===== src/rtl/fmap_tile_rd_agen.sv =====
// -----------------------------------------------------------------------------
// fmap_tile_rd_agen
//
// This block generates AXI read-address bursts for input-buffer tile fetch.
// The walk order, from innermost to outermost loop, is:
//   bursts-in-row (b) -> rows-in-tile (r) -> tiles (x) -> tile rows (y)
//   -> channels (c)
// Each burst address is
//   base + c*ch_pitch + y*blkrow_pitch + x*blk_pitch + r*row_pitch
//        + b*BURST_LEN*BEAT_BYTES
// It is computed incrementally from a chain of base registers, one per loop
// level. No multipliers are used.
//
// Ports:
//   clk, rst_n        clock; asynchronous active-low reset
//   cfg_*             job configuration, captured on the cfg_start accepted in IDLE
//   buf_ready         the input buffer has room for one more burst
//   araddr/arvalid/arready/arlen/arsize/arburst
//                     AXI AR channel (arlen, arsize and arburst are constants)
//   rlast_hs          one pulse per completed read burst
//   blkend / mapend   pulses with the rlast_hs that completes a tile / channel
//   busy              high whenever the FSM is not in IDLE
//   done              high in the cycle where DRAIN returns to IDLE
//   err               sticky; set by rlast_hs with nothing outstanding
//
// AR handshake: arvalid rises only in ISSUE with a free credit and buf_ready.
// Once arvalid is high, arvalid and araddr hold until arready, whatever
// buf_ready does. A burst transfers on any cycle with arvalid & arready.
// -----------------------------------------------------------------------------
module fmap_tile_rd_agen #(
  parameter int AW         = 32,
  parameter int CW         = 8,
  parameter int BURST_LEN  = 16,
  parameter int BEAT_BYTES = 4,
  parameter int MAX_OUTST  = 4
) (
  input  logic          clk,
  input  logic          rst_n,
  input  logic          cfg_start,
  input  logic [AW-1:0] cfg_base,
  input  logic [AW-1:0] cfg_row_pitch,
  input  logic [AW-1:0] cfg_blk_pitch,
  input  logic [AW-1:0] cfg_blkrow_pitch,
  input  logic [AW-1:0] cfg_ch_pitch,
  input  logic [CW-1:0] cfg_nburst,
  input  logic [CW-1:0] cfg_nrow,
  input  logic [CW-1:0] cfg_nblk,
  input  logic [CW-1:0] cfg_nblkrow,
  input  logic [CW-1:0] cfg_nch,
  input  logic          buf_ready,
  output logic [AW-1:0] araddr,
  output logic          arvalid,
  input  logic          arready,
  output logic [7:0]    arlen,
  output logic [2:0]    arsize,
  output logic [1:0]    arburst,
  input  logic          rlast_hs,
  output logic          blkend,
  output logic          mapend,
  output logic          busy,
  output logic          done,
  output logic          err
);

  localparam logic [1:0] ST_IDLE  = 2'd0;
  localparam logic [1:0] ST_ISSUE = 2'd1;
  localparam logic [1:0] ST_DRAIN = 2'd2;

  localparam int              OW          = $clog2(MAX_OUTST + 1);
  localparam logic [OW-1:0]   OUTST_MAX   = OW'(MAX_OUTST);
  localparam logic [OW-1:0]   OUTST_ONE   = OW'(1);
  localparam logic [CW-1:0]   CNT_ONE     = CW'(1);
  localparam logic [AW-1:0]   BURST_BYTES = AW'(BURST_LEN * BEAT_BYTES);

  logic [1:0]    state_q;
  logic [AW-1:0] row_pitch_q, blk_pitch_q, blkrow_pitch_q, ch_pitch_q;
  logic [CW-1:0] nburst_q, nrow_q, nblk_q, nblkrow_q, nch_q;

  // Issue-side loop counters and the base-address chain.
  logic [CW-1:0] b_q, r_q, x_q, y_q, c_q;
  logic [AW-1:0] ch_base_q, blkrow_base_q, blk_base_q, row_base_q, addr_q;

  // Return-side counters. These advance on rlast_hs only.
  logic [CW-1:0] ret_b_q, ret_r_q, ret_x_q, ret_y_q;

  logic          arvalid_q;
  logic [OW-1:0] outst_q;
  logic          err_q;

  // ---------------------------------------------------------------------------
  // Combinational control
  // ---------------------------------------------------------------------------
  logic          hs, rlast_ok, rlast_bad, start_ok, cfg_zero, issue_ok;
  logic          last_burst, tile_end, map_end;
  logic          arvalid_d, err_d;
  logic [OW-1:0] outst_d;
  logic [CW-1:0] b_d, r_d, x_d, y_d, c_d;
  logic [AW-1:0] ch_base_d, blkrow_base_d, blk_base_d, row_base_d, addr_d;
  logic [CW-1:0] ret_b_d, ret_r_d, ret_x_d, ret_y_d;

  assign hs        = arvalid_q & arready;
  assign rlast_ok  = rlast_hs & (outst_q != '0);
  assign rlast_bad = rlast_hs & (outst_q == '0);
  assign start_ok  = cfg_start & (state_q == ST_IDLE);
  assign cfg_zero  = (cfg_nburst == '0) | (cfg_nrow == '0) | (cfg_nblk == '0) |
                     (cfg_nblkrow == '0) | (cfg_nch == '0);

  // Next burst position. When a loop level wraps, the next outer level steps
  // its base. All inner bases (and the burst address) are reloaded from it.
  always_comb begin
    b_d           = b_q;
    r_d           = r_q;
    x_d           = x_q;
    y_d           = y_q;
    c_d           = c_q;
    ch_base_d     = ch_base_q;
    blkrow_base_d = blkrow_base_q;
    blk_base_d    = blk_base_q;
    row_base_d    = row_base_q;
    addr_d        = addr_q;
    last_burst    = 1'b0;
    if (b_q != nburst_q - CNT_ONE) begin
      b_d    = b_q + CNT_ONE;
      addr_d = addr_q + BURST_BYTES;
    end else begin
      b_d = '0;
      if (r_q != nrow_q - CNT_ONE) begin
        r_d        = r_q + CNT_ONE;
        row_base_d = row_base_q + row_pitch_q;
        addr_d     = row_base_d;
      end else begin
        r_d = '0;
        if (x_q != nblk_q - CNT_ONE) begin
          x_d        = x_q + CNT_ONE;
          blk_base_d = blk_base_q + blk_pitch_q;
          row_base_d = blk_base_d;
          addr_d     = blk_base_d;
        end else begin
          x_d = '0;
          if (y_q != nblkrow_q - CNT_ONE) begin
            y_d           = y_q + CNT_ONE;
            blkrow_base_d = blkrow_base_q + blkrow_pitch_q;
            blk_base_d    = blkrow_base_d;
            row_base_d    = blkrow_base_d;
            addr_d        = blkrow_base_d;
          end else begin
            y_d = '0;
            if (c_q != nch_q - CNT_ONE) begin
              c_d           = c_q + CNT_ONE;
              ch_base_d     = ch_base_q + ch_pitch_q;
              blkrow_base_d = ch_base_d;
              blk_base_d    = ch_base_d;
              row_base_d    = ch_base_d;
              addr_d        = ch_base_d;
            end else begin
              c_d        = '0;
              last_burst = 1'b1;
            end
          end
        end
      end
    end
  end

  // A simultaneous issue and return leave the count unchanged.
  always_comb begin
    outst_d = outst_q;
    if (hs && !rlast_ok) begin
      outst_d = outst_q + OUTST_ONE;
    end else if (!hs && rlast_ok) begin
      outst_d = outst_q - OUTST_ONE;
    end
  end

  // The credit check uses the post-edge count. A handshake that fills the
  // last credit therefore cannot present a burst that would overrun it.
  assign issue_ok = (outst_d < OUTST_MAX) & buf_ready;

  always_comb begin
    if (arvalid_q) begin
      arvalid_d = !arready || (!last_burst && issue_ok);
    end else begin
      arvalid_d = (state_q == ST_ISSUE) && issue_ok;
    end
  end

  always_comb begin
    err_d = err_q;
    if (start_ok) begin
      err_d = 1'b0;
    end
    if (rlast_bad) begin
      err_d = 1'b1;
    end
  end

  // Return-side tracking. AXI returns same-ID bursts in order, so counting
  // returned bursts through the same loop nest identifies tile and map ends.
  assign tile_end = (ret_b_q == nburst_q - CNT_ONE) && (ret_r_q == nrow_q - CNT_ONE);
  assign map_end  = tile_end && (ret_x_q == nblk_q - CNT_ONE) &&
                    (ret_y_q == nblkrow_q - CNT_ONE);

  always_comb begin
    ret_b_d = ret_b_q;
    ret_r_d = ret_r_q;
    ret_x_d = ret_x_q;
    ret_y_d = ret_y_q;
    if (ret_b_q != nburst_q - CNT_ONE) begin
      ret_b_d = ret_b_q + CNT_ONE;
    end else begin
      ret_b_d = '0;
      if (ret_r_q != nrow_q - CNT_ONE) begin
        ret_r_d = ret_r_q + CNT_ONE;
      end else begin
        ret_r_d = '0;
        if (ret_x_q != nblk_q - CNT_ONE) begin
          ret_x_d = ret_x_q + CNT_ONE;
        end else begin
          ret_x_d = '0;
          if (ret_y_q != nblkrow_q - CNT_ONE) begin
            ret_y_d = ret_y_q + CNT_ONE;
          end else begin
            ret_y_d = '0;
          end
        end
      end
    end
  end

  // ---------------------------------------------------------------------------
  // State
  // ---------------------------------------------------------------------------
  always_ff @(posedge clk or negedge rst_n) begin
    if (!rst_n) begin
      state_q        <= ST_IDLE;
      row_pitch_q    <= '0;
      blk_pitch_q    <= '0;
      blkrow_pitch_q <= '0;
      ch_pitch_q     <= '0;
      nburst_q       <= '0;
      nrow_q         <= '0;
      nblk_q         <= '0;
      nblkrow_q      <= '0;
      nch_q          <= '0;
      b_q            <= '0;
      r_q            <= '0;
      x_q            <= '0;
      y_q            <= '0;
      c_q            <= '0;
      ch_base_q      <= '0;
      blkrow_base_q  <= '0;
      blk_base_q     <= '0;
      row_base_q     <= '0;
      addr_q         <= '0;
      ret_b_q        <= '0;
      ret_r_q        <= '0;
      ret_x_q        <= '0;
      ret_y_q        <= '0;
      arvalid_q      <= 1'b0;
      outst_q        <= '0;
      err_q          <= 1'b0;
    end else begin
      arvalid_q <= arvalid_d;
      outst_q   <= outst_d;
      err_q     <= err_d;

      if (rlast_ok) begin
        ret_b_q <= ret_b_d;
        ret_r_q <= ret_r_d;
        ret_x_q <= ret_x_d;
        ret_y_q <= ret_y_d;
      end

      case (state_q)
        ST_IDLE: begin
          if (cfg_start) begin
            row_pitch_q    <= cfg_row_pitch;
            blk_pitch_q    <= cfg_blk_pitch;
            blkrow_pitch_q <= cfg_blkrow_pitch;
            ch_pitch_q     <= cfg_ch_pitch;
            nburst_q       <= cfg_nburst;
            nrow_q         <= cfg_nrow;
            nblk_q         <= cfg_nblk;
            nblkrow_q      <= cfg_nblkrow;
            nch_q          <= cfg_nch;
            b_q            <= '0;
            r_q            <= '0;
            x_q            <= '0;
            y_q            <= '0;
            c_q            <= '0;
            ch_base_q      <= cfg_base;
            blkrow_base_q  <= cfg_base;
            blk_base_q     <= cfg_base;
            row_base_q     <= cfg_base;
            addr_q         <= cfg_base;
            ret_b_q        <= '0;
            ret_r_q        <= '0;
            ret_x_q        <= '0;
            ret_y_q        <= '0;
            state_q        <= cfg_zero ? ST_DRAIN : ST_ISSUE;
          end
        end
        ST_ISSUE: begin
          if (hs) begin
            b_q           <= b_d;
            r_q           <= r_d;
            x_q           <= x_d;
            y_q           <= y_d;
            c_q           <= c_d;
            ch_base_q     <= ch_base_d;
            blkrow_base_q <= blkrow_base_d;
            blk_base_q    <= blk_base_d;
            row_base_q    <= row_base_d;
            addr_q        <= addr_d;
            if (last_burst) begin
              state_q <= ST_DRAIN;
            end
          end
        end
        ST_DRAIN: begin
          if (outst_q == '0) begin
            state_q <= ST_IDLE;
          end
        end
        default: state_q <= ST_IDLE;
      endcase
    end
  end

  // ---------------------------------------------------------------------------
  // Outputs
  // ---------------------------------------------------------------------------
  assign araddr  = addr_q;
  assign arvalid = arvalid_q;
  assign arlen   = 8'(BURST_LEN - 1);
  assign arsize  = 3'($clog2(BEAT_BYTES));
  assign arburst = 2'b01;
  assign blkend  = rlast_ok & tile_end;
  assign mapend  = rlast_ok & map_end;
  assign busy    = (state_q != ST_IDLE);
  assign done    = (state_q == ST_DRAIN) && (outst_q == '0);
  assign err     = err_q;

endmodule


===== config.mk =====
export PLATFORM = sky130hd
export DESIGN_NAME = fmap_tile_rd_agen
export DESIGN_NICKNAME = d
export VERILOG_FILES = /design/src/rtl/fmap_tile_rd_agen.sv
export SDC_FILE = /design/constraint.sdc
export NUM_CORES = 1
export LEC_CHECK = 0
export BUFFER_PORTS_ARGS = -buffer_cell sky130_fd_sc_hd__buf_2
export CELL_PAD_IN_SITES_DETAIL_PLACEMENT = 0
export CELL_PAD_IN_SITES_GLOBAL_PLACEMENT = 2
export CORE_MARGIN = 2
export CORE_UTILIZATION = 40
export DETAILED_ROUTE_END_ITERATION = 12
export PLACE_DENSITY_LB_ADDON = 0.1
export SLEW_MARGIN = 5
export SYNTH_ARGS = -nofsm -noshare
export SYNTH_HDL_FRONTEND = slang
export SYNTH_SLANG_ARGS = --single-unit

===== constraint.sdc =====
create_clock -name clk -period 8.4 [get_ports clk]
set_input_delay 2.52 -clock clk [delete_from_list [all_inputs] [get_ports clk]]
set_output_delay 2.52 -clock clk [all_outputs]
set_load 0.05 [all_outputs]

==> impl_metrics.py <==
metrics = {
    "outcome": {
        "status": "finished with violations",
        "violations": "max-capacitance violations",
    },
    "logic_synthesis": {
        "synth_compound_area_share_pct": 20.0,
        "ys_types": 92,
        "synth-xor-area-share_pct": 7.83,
        "synthFlopType": "dfrtp_1",
        "avgSynthCellArea_um2": 8.20,
        "synth_top_family_by_area": "simple AND/OR/NAND/NOR gates",
        "syn-instance-count": 3392,
        "async_reset_ff_share_pct": 100,
        "synth_area_um2": 27800,
        "synth_fa_ha_area_share_pct": 6.76,
        "muxShareOfSynthArea_pct": 2.05,
        "synth_edf_count": 0,
        "ys_warn_count": 0,
        "ys_seq_area_share_pct": 36.6,
        "synthSimpleGateAreaFrac_pct": 23.2,
        "ys_ff_latch": 407,
    },
    "routing": {
        "viasPerCell": 5.75,
        "dr.pass1.iters": 5,
        "routed_wl_um": 109000,
        "via_count": 26067,
        "ant_nets": 0,
        "drt-initial-drc-count": 2351,
        "drcViolationCount": 0,
        "wl_per_cell_um": 24.0,
    },
    "cts": {
        "tritoncts": "done",
        "cts-root-buf": "clkbuf_16",
        "cts_setup_buffers": 0,
        "cts_made_buffers": 53,
        "clock-sinks": 407,
        "cts_hold_buf": 0,
        "h-tree-depth": 2,
        "ctsResizeCount": 0,
        "clk_latency_ps": 620,
        "path_clk_slew_ps": 50,
        "cts_buffer_depth": 3,
    },
    "sta": {
        "post-route-period-util_pct": 80.1,
        "finalMaxSlewViolations": 0,
        "clock_skew_ps": 21.6,
        "finalCriticalPeriod_ps": 6730,
        "rsz0062_at_grt": "false",
        "finalSetupViolations": 0,
        "tightest_slew_ps": 1480,
        "finalHoldViolCount": 0,
        "relSlewSlack_pct": 0.287,
        "fmax_mhz": 149,
        "final.setup.tns_ps": 0,
    },
    "critical_path": {
        "slowest_stage": "and4_1",
        "end_kind": "primary output",
        "r2r_slack_ps": 3030,
        "rr_endpoint": "blk_base_q[17]",
        "crit_path_max_incr_delay_ps": 530,
        "worstPathMaxFanout": 13,
        "required_ps": 5880,
        "critPathKind": "in2out",
        "critical_path_arrival_ps": 4210,
        "critPathMostFrequentCell": "and2_1",
        "ff2ff_path_depth": 12,
        "startpoint_type": "input pin",
        "r2r-start": "nblkrow_q[0]",
        "path_cells": "buf_2, and2_1, and2_1, and4_1, and2_1, buf_2",
    },
    "worst_hold_path": {
        "hold_start": "blk_base_q[16]",
        "holdCritPathClass": "reg2reg",
        "hold_end": "blk_base_q[16]",
        "min_path_cells": 2,
    },
    "grt": {
        "grt_pass1_vias": 25381,
        "grt_max_degree": 129,
        "grt_pass1_wl_um": 162000,
        "globalRouteOverflowTotal": 0,
        "track_usage_pct": 30.1,
        "grt_antenna_before_repair": 3,
    },
    "layout": {
        "finalNetCount": 3921,
        "most-common-layout-cells": "772 x nand2_1, 407 x dfrtp_1, 255 x nor2_1, 242 x buf_2, 231 x o21ai_0",
        "synthToLayoutAreaGrowth_pct": 13.7,
        "layout_commonest_cell": "nand2_1",
        "utilization_pct": 46.1,
        "drive_above_1_share_pct": 12.0,
        "fin_cells": 4535,
    },
    "power": {
        "peakVddDrop_mv": 0.264,
        "p_leak_uw": 0.0152,
        "powerDensity_nw_per_um2": 441,
    },
    "floorplan": {
        "die_w_um": 268,
        "floorplan.initialDensity_pct": 40.5,
        "dieHeight_um": 268,
        "coreArea_um2": 68700,
        "ioPinCount": 257,
        "dieArea_um2": 71700,
        "row_count": 96,
    },
    "placement": {
        "numPlacedInstances": 4443,
        "post-dp-hpwl_um": 84000,
        "io_buffers": 243,
        "place_congestion": 0.977,
    },
    "flow_run": {
        "cap_viol_max_count": 1,
    },
}
-- cells in the mapped netlist, drive strengths merged (7+ instances only) --
cell | instances | area (um^2)
a21oi | 211 | 1070
and3 | 41 | 257
nand2 | 774 | 2910
inv | 61 | 229
xnor2 | 125 | 1090
xor2 | 93 | 815
or4 | 7 | 56.3
and4 | 7 | 61.3
a221oi | 11 | 96.3
a211oi | 54 | 405
nor3 | 61 | 320
nor2b | 27 | 169
xnor3 | 12 | 270
a211o | 13 | 114
mux2i | 31 | 310
o211ai | 25 | 188
nor3b | 17 | 128
or3 | 18 | 118
a21boi | 13 | 97.6
a221o | 7 | 70.1
ha | 144 | 1800
nor2 | 257 | 972
o31ai | 35 | 263
or2 | 14 | 87.6
a21o | 76 | 571
o2111ai | 10 | 93.8
mux2 | 23 | 259
o21bai | 16 | 120
clkbuf | 117 | 439
buf | 54 | 305
a31oi | 47 | 294
nand3 | 90 | 450
o211a | 7 | 70.1
nor4 | 26 | 169
dfrtp | 407 | 10200
o21ai | 235 | 1190
nand4 | 41 | 257
and2 | 25 | 156
nand2b | 26 | 163
o21a | 27 | 203
-- kinds of logic (layout without fill, tap and decap cells) --
family | Yosys count | in the layout
and+or+nand+nor | 1452 | 1452
AOI/OAI and AO/OA | 867 | 867
DFF | 407 | 407
buffers and inverters | 232 | 432
xor gates and xnor gates | 230 | 230
adders and majority gates | 148 | 148
muxes | 54 | 54
other | 2 | 14
-- metal layers --
layer  part of all wire (%)  wire [um]  GRT usage (%)  up-vias
li1                       -          -              -    12330
met3                    7.1       7720           6.17      185
met5                  0.021         23              0        -
met4                    4.7       5110           13.0        4
met1                     44      48300           41.1    12709
met2                     44      47600           46.0      839
-- stage by stage --
stage               worst slack, ps  power [uW]  hold slack [ps]  cell area [um^2]
global placement               1700       11300              461             29900
detailed placement             1640       11400              463             29900
floorplan                      1370        8630              443             27900
finish                         1670       14000              473             31600
CTS                            1640       13900              476             31600
global route                   1550       14900              495             31600
-- flip-flops by register name, summed over array words and instances, names as in the netlist, 32 cells and up --
name / flops
araddr: 32
blk_base_q: 32
blk_pitch_q: 32
blkrow_base_q: 32
blkrow_pitch_q: 32
ch_base_q: 32
ch_pitch_q: 32
row_base_q: 32
row_pitch_q: 32
-- worst max path at each step --
stage	cells after the start	slack (ps)	end	startpoint
3_5_place_dp	6	1640	mapend	rlast_hs
2_1_floorplan	7	1370	mapend	rlast_hs
3_3_place_gp	6	1700	mapend	rlast_hs
4_1_cts	6	1640	mapend	rlast_hs
5_1_grt	6	1550	mapend	rlast_hs
6_report	6	1670	mapend	rlast_hs
-- final cells by class --
class	count	area, um^2
Antenna cell	1	2.50
Clock buffer	75	1560
Clock inverter	16	215
Fill cell	7027	37100
Inverter	61	229
Multi-Input combinational cell	2764	16800
Sequential cell	407	10200
Tap cell	931	1160
Timing Repair Buffer	280	1530
-- where the power goes --
part	leakage, uW	internal, uW	switching [uW]
Clock	0.000880	1430	928
Combinational	0.00908	2860	5220
Sequential	0.00520	2700	814
Total	0.0152	6990	6960
-- critical path: cells and delay by family --
family	cells	cell delay, ps
buffers and inverters	2	340
and+or+nand+nor	4	1340
Note: power is estimated with default switching activity, not from simulation.
